File: src/rtl/adc_pkg.sv
// adc_pkg: shared state encoding, bus width and timing defaults
// for the ADC sample sequencer.
package adc_pkg;

   localparam int ADC_WIDTH = 8;

   localparam int DEF_SAMPLE_PERIOD  = 50000;
   localparam int DEF_START_WIDTH    = 4;
   localparam int DEF_OE_CYCLES      = 3;
   localparam int DEF_TIMEOUT_CYCLES = 5000;
   localparam int DEF_VALID_HOLD     = 4;
   localparam int DEF_AVG_LOG2       = 2;

   typedef enum logic [2:0] {
      IDLE,
      START,
      WAIT_EOC,
      READ,
      OUTPUT
   } state_t;

endpackage

File: src/rtl/sync_2ff.sv
// sync_2ff: generic two-flop synchronizer for asynchronous inputs.
module sync_2ff #(
   parameter int WIDTH = 1
) (
   input  logic             clk,
   input  logic             rst,
   input  logic [WIDTH-1:0] d,
   output logic [WIDTH-1:0] q
);

   logic [WIDTH-1:0] meta;

   always_ff @(posedge clk) begin
      if (rst) begin
         meta <= '0;
         q    <= '0;
      end else begin
         meta <= d;
         q    <= meta;
      end
   end

endmodule

File: src/rtl/adc_sample_sequencer.sv
// adc_sample_sequencer: paces an 8-bit parallel ADC and hands results on.
// Define SAMPLE_AVG_EN to average 2**AVG_LOG2 captures per result.
module adc_sample_sequencer
   import adc_pkg::*;
#(
   parameter int SAMPLE_PERIOD  = DEF_SAMPLE_PERIOD,
   parameter int START_WIDTH    = DEF_START_WIDTH,
   parameter int OE_CYCLES      = DEF_OE_CYCLES,
   parameter int TIMEOUT_CYCLES = DEF_TIMEOUT_CYCLES,
   parameter int VALID_HOLD     = DEF_VALID_HOLD,
   parameter int AVG_LOG2       = DEF_AVG_LOG2
) (
   input  logic                 clk,
   input  logic                 rst,
   input  logic                 enable,
   input  logic                 adc_eoc,
   input  logic [ADC_WIDTH-1:0] adc_data_in,
   output logic                 adc_start,
   output logic                 adc_oe,
   output logic [ADC_WIDTH-1:0] adc_data,
   output logic                 adc_data_valid,
   output logic                 busy,
   output logic                 timeout_err,
   output logic                 overrun_err,
   output logic [15:0]          sample_count
);

   if (SAMPLE_PERIOD < 64 || START_WIDTH < 1 || OE_CYCLES < 1 ||
       TIMEOUT_CYCLES < 1 || VALID_HOLD < 1 || AVG_LOG2 < 1) begin : g_bad_cfg
      $error("adc_sample_sequencer: parameter out of range");
   end

   localparam int PCW = $clog2(SAMPLE_PERIOD);
   localparam int TW  = $clog2(TIMEOUT_CYCLES + START_WIDTH +
                               OE_CYCLES + VALID_HOLD);

   state_t               state, next;
   logic [PCW-1:0]       pcnt;
   logic [TW-1:0]        ccnt, lim;
   logic                 eoc_s, tick, last;
   logic                 timeout_hit, load, done_cap;
   logic [ADC_WIDTH-1:0] result;

   sync_2ff #(.WIDTH(1)) u_eoc_sync (
      .clk (clk),
      .rst (rst),
      .d   (adc_eoc),
      .q   (eoc_s)
   );

   always_ff @(posedge clk) begin
      if (rst || !enable)
         pcnt <= '0;
      else if (pcnt == PCW'(SAMPLE_PERIOD - 1))
         pcnt <= '0;
      else
         pcnt <= pcnt + 1'b1;
   end

   assign tick = enable && (pcnt == PCW'(SAMPLE_PERIOD - 1));

   always_comb begin
      unique case (state)
         START:    lim = TW'(START_WIDTH - 1);
         WAIT_EOC: lim = TW'(TIMEOUT_CYCLES - 1);
         READ:     lim = TW'(OE_CYCLES - 1);
         OUTPUT:   lim = TW'(VALID_HOLD - 1);
         default:  lim = '0;
      endcase
   end

   assign last        = (ccnt == lim);
   assign timeout_hit = (state == WAIT_EOC) && last && !eoc_s;
   assign load        = (state == READ) && last && done_cap;

   always_ff @(posedge clk) begin
      if (rst)
         state <= IDLE;
      else
         state <= next;
   end

   always_comb begin
      next = state;
      unique case (state)
         IDLE:     if (tick) next = START;
         START:    if (last) next = WAIT_EOC;
         WAIT_EOC: begin
            if (eoc_s)
               next = READ;
            else if (last)
               next = IDLE;
         end
         READ:     if (last) next = done_cap ? OUTPUT : IDLE;
         OUTPUT:   if (last) next = IDLE;
         default:  next = IDLE;
      endcase
   end

   always_comb begin
      adc_start      = (state == START);
      adc_oe         = (state == READ);
      adc_data_valid = (state == OUTPUT);
      busy           = (state != IDLE);
   end

   always_ff @(posedge clk) begin
      if (rst) begin
         ccnt         <= '0;
         timeout_err  <= 1'b0;
         overrun_err  <= 1'b0;
         sample_count <= '0;
         adc_data     <= '0;
      end else begin
         ccnt <= (state == IDLE || next != state) ? '0 : ccnt + 1'b1;
         if (timeout_hit)
            timeout_err <= 1'b1;
         if (tick && state != IDLE)
            overrun_err <= 1'b1;
         if (state == OUTPUT && last)
            sample_count <= sample_count + 1'b1;
         if (load)
            adc_data <= result;
      end
   end

`ifdef SAMPLE_AVG_EN
   localparam int AW = ADC_WIDTH + AVG_LOG2;

   logic [AW-1:0]       acc, sum;
   logic [AVG_LOG2-1:0] ncap;

   assign sum      = acc + AW'(adc_data_in);
   assign done_cap = &ncap;
   assign result   = sum[AW-1:AVG_LOG2];

   // A timeout throws away any partial average.
   always_ff @(posedge clk) begin
      if (rst || timeout_hit || load) begin
         acc  <= '0;
         ncap <= '0;
      end else if (state == READ && last) begin
         acc  <= sum;
         ncap <= ncap + 1'b1;
      end
   end
`else
   assign done_cap = 1'b1;
   assign result   = adc_data_in;
`endif

endmodule

File: config.mk
export PLATFORM = sky130hd
export DESIGN_NAME = adc_sample_sequencer
export DESIGN_NICKNAME = d
export VERILOG_FILES = /design/src/rtl/adc_pkg.sv /design/src/rtl/sync_2ff.sv /design/src/rtl/adc_sample_sequencer.sv
export SDC_FILE = /design/constraint.sdc
export NUM_CORES = 1
export LEC_CHECK = 0
export ABC_AREA = 1
export CAP_MARGIN = 20
export CORE_AREA = 2 2 83 69
export DETAILED_ROUTE_END_ITERATION = 8
export DIE_AREA = 0 0 85 71
export PLACE_DENSITY = 0.83
export SLEW_MARGIN = 10
export SYNTH_ARGS = -nofsm -noshare
export SYNTH_HDL_FRONTEND = slang
export SYNTH_HIERARCHICAL = 1
export SYNTH_SLANG_ARGS = --single-unit
export TNS_END_PERCENT = 100
File: constraint.sdc
create_clock -name clk -period 4.55 [get_ports clk]
set_clock_uncertainty 0.1 [all_clocks]
set_input_delay 0.455 -clock clk [delete_from_list [all_inputs] [get_ports clk]]
set_output_delay 0.455 -clock clk [all_outputs]
set_load 0.01 [all_outputs]
==> impl_metrics.json <==
{
  "drc": 0,
  "tritoncts": "done",
  "p_comb_share_pct": 16.8,
  "pwr-share-clk_pct": 35.5,
  "n_antenna_cell": 0,
  "grt_max_degree": 26,
  "wire_per_inst_um": 11.34,
  "drive_above_1_share_pct": 10.17,
  "critPathCaptureType": "output pin",
  "grt.overflow.total": 0,
  "grt_antenna_before_repair": 0,
  "clkTransAtPathRegs_ns": 0.06,
  "yosysTopAreaCellShare_pct": 40.57,
  "crit_buf_inv": 3,
  "synth_seq_cells": 60,
  "fin_crit_ns": 2.456,
  "dp_hpwl_mm": 4.432,
  "switching_share_pct": 29.31,
  "die_h_um": 71,
  "ys_warn_count": 6,
  "vias": 2636,
  "critPathMaxFanout": 5,
  "cts-root-buf": "clkbuf_8",
  "syn-instance-count": 411,
  "floorplan.die_area_um2": 6035,
  "synth_area_um2": 2960,
  "synthesis.nets": 426,
  "cp_cell_sequence": "inv_1 > nor2_1 > inv_1 > nor2_1 > clkdlybuf4s50_1",
  "post-cts-setup-buffer-count": 0,
  "p_per_area_nw_per_um2": 322.6,
  "critPathTopFamily": "buffers and inverters",
  "hold_violations": 0,
  "cp-start-kind": "register",
  "core.rowCount": 24,
  "drt-total-wl_mm": 5.978,
  "synth_edf_count": 0,
  "synthTopCellsByCount": "nand2_1 (89), inv_1 (61), dfxtp_1 (60), nor2_1 (41), a21oi_1 (35)",
  "layout.nets": 472,
  "cts_buffer_depth": 2,
  "dieWidth_um": 85,
  "yosysSeqAreaShare_pct": 40.57,
  "dr.pass1.iters": 4,
  "synth.distinct_cells": 36,
  "slew_violations": 0,
  "timing.fmax_ghz": 0.4072,
  "start_util_pct": 56.33,
  "track_usage_pct": 20.57,
  "finalCritPeriodShare_pct": 53.98,
  "r2r-start": "state[1]",
  "syn_avg_cell_area_um2": 7.203,
  "rrSetupSlack_ns": 2.33,
  "synth_top_area_cell": "dfxtp_1",
  "worstSetupPathType": "reg -> out",
  "htreeDepth": 3,
  "slowest_stage": "clkdlybuf4s50_1",
  "area_growth_pct": 20.92,
  "setup_viol": 0,
  "worst-path-stages": 5,
  "cap_violations": 0,
  "worst_path_largest_cell_delay_ns": 0.60,
  "io_pins": 42,
  "async_reset_ff_share_pct": 0,
  "hold_path_class": "reg -> reg",
  "grt_pass1_wl_mm": 10.01,
  "ant_nets": 0,
  "ir_drop_uv": 209.3,
  "crit_start": "state[0]",
  "timing.slew.headroom_pct": 59.51,
  "coreArea_um2": 5255,
  "r2r_cells": 10,
  "fin_setup_tns_ns": 0,
  "synthFlopType": "dfxtp_1",
  "vias_per_cell": 5.002,
  "yosysMostFrequentCell": "nand2_1",
  "whs_path_depth": 2,
  "grt_pass1_vias": 2423,
  "worstMarginPinSlew_ns": 0.6057,
  "hold_buffers": 0,
  "clock-sinks": 60,
  "cts_made_buffers": 9,
  "required_ns": 3.99,
  "p_switching_mw": 0.3385,
  "ys_top_cells_by_area": "dfxtp_1 (41%), nand2_1 (11%), inv_1 (7.7%), a21oi_1 (5.9%), nor2_1 (5.2%)",
  "internal-power_mw": 0.8162,
  "crit_end": "adc_oe",
  "p_seq_share_pct": 47.7,
  "io_buffers": 41,
  "p_leak_nw": 1.311,
  "r2r-end": "ccnt[1]",
  "worstSkewPairLatency_ns": 0.34,
  "cts.repair.resized": 0,
  "min_from": "u_eoc_sync/meta",
  "p_total_mw": 1.155,
  "worstPathArrival_ns": 1.90,
  "gp_congestion": 0.8957,
  "drt_iter0_drc": 172,
  "outcome": "completed",
  "rsz0062_at_grt": "no"
}
[cells in the final DEF, fill, tap and decap left out, types with 4 or more instances in the layout]
| master | n |
|---|---|
| nor3b_1 | 4 |
| clkdlybuf4s50_1 | 41 |
| nand2_1 | 89 |
| dfxtp_1 | 60 |
| a21oi_1 | 35 |
| nor2_2 | 11 |
| nor3_1 | 9 |
| nand2_2 | 5 |
| nor4_1 | 5 |
| nor2_1 | 41 |
| xor2_1 | 8 |
| nor2_4 | 6 |
| xnor2_1 | 8 |
| o21ai_0 | 7 |
| clkbuf_8 | 10 |
| nand3_1 | 20 |
| clkinv_2 | 4 |
| inv_1 | 61 |
| nand4_1 | 11 |
[power by group through the flow]
stage	Clock [mW]	Combinational (mW)	Sequential [mW]
finish	0.410	0.194	0.551
global route	0.442	0.215	0.552
CTS	0.421	0.194	0.551
detailed placement	0	0.193	0.562
global placement	0	0.190	0.561
floorplan	0	0.152	0.560
[routing by layer]
layer | track usage (%) | vias up | share of wire (%)
met4 | 6.878 | 0 | 1.2
met3 | 7.818 | 11 | 5.4
met2 | 31.68 | 57 | 44
met5 | 0 | - | 0
met1 | 26.63 | 1168 | 49
li1 | - | 1400 | -
[flip-flops by register name (all words and copies together) (netlist names)]
| signal | cells |
|---|---|
| adc_data | 8 |
| ccnt | 13 |
| overrun_err | 1 |
| pcnt | 16 |
| sample_count | 16 |
| state | 3 |
| timeout_err | 1 |
| u_eoc_sync/meta | 1 |
| u_eoc_sync/q | 1 |
[cell families after synthesis]
family                     synth area share [%]
AOI/OAI and AO/OA                         9.721
buffers and inverters                     9.637
and+or+nand+nor                           34.07
xor gates and xnor gates                  4.734
DFF                                       40.57
adders and majority gates                 1.268
[per-stage QoR]
step | std cells | area [um2] | hold slack, ns | setup slack (ns) | util (%)
3_5_place_dp | 511 | 3411 | 0.3032 | 2.185 | 64.90
3_3_place_gp | 511 | 3411 | 0.2976 | 2.226 | 64.90
5_1_grt | 527 | 3580 | 0.3433 | 1.967 | 68.12
4_1_cts | 527 | 3580 | 0.3134 | 2.081 | 68.12
6_report | 527 | 3580 | 0.3076 | 2.094 | 68.12
2_1_floorplan | 411 | 2960 | 0.2883 | 2.782 | -
[cell type report]
class	count	area (um2)
clock inverter	5	27.53
fill	452	1675
sequential	60	1201
tap	65	81.33
inverter	63	236.5
multi-input combinational	281	1474
timing repair buffer	42	417.9
clock buffer	11	141.4
[how the worst min path moves through the flow]
stage	to	slack, ns
6_report	u_eoc_sync/q	0.31
5_1_grt	u_eoc_sync/q	0.34
4_1_cts	u_eoc_sync/q	0.31
3_5_place_dp	u_eoc_sync/q	0.30
3_3_place_gp	u_eoc_sync/q	0.30
2_1_floorplan	u_eoc_sync/q	0.29
[worst register-to-register path: stages, from the launching register on]
cell	delay (ns)
dfxtp_1	0.48
inv_1	0.13
nand3_1	0.19
nand4_1	0.13
nand2_2	0.14
nand4_2	0.28
nand3_1	0.18
nand2_1	0.07
nor2_2	0.13
nand2_4	0.17
nor2_1	0.14
Power figures use the tool's default switching activity.
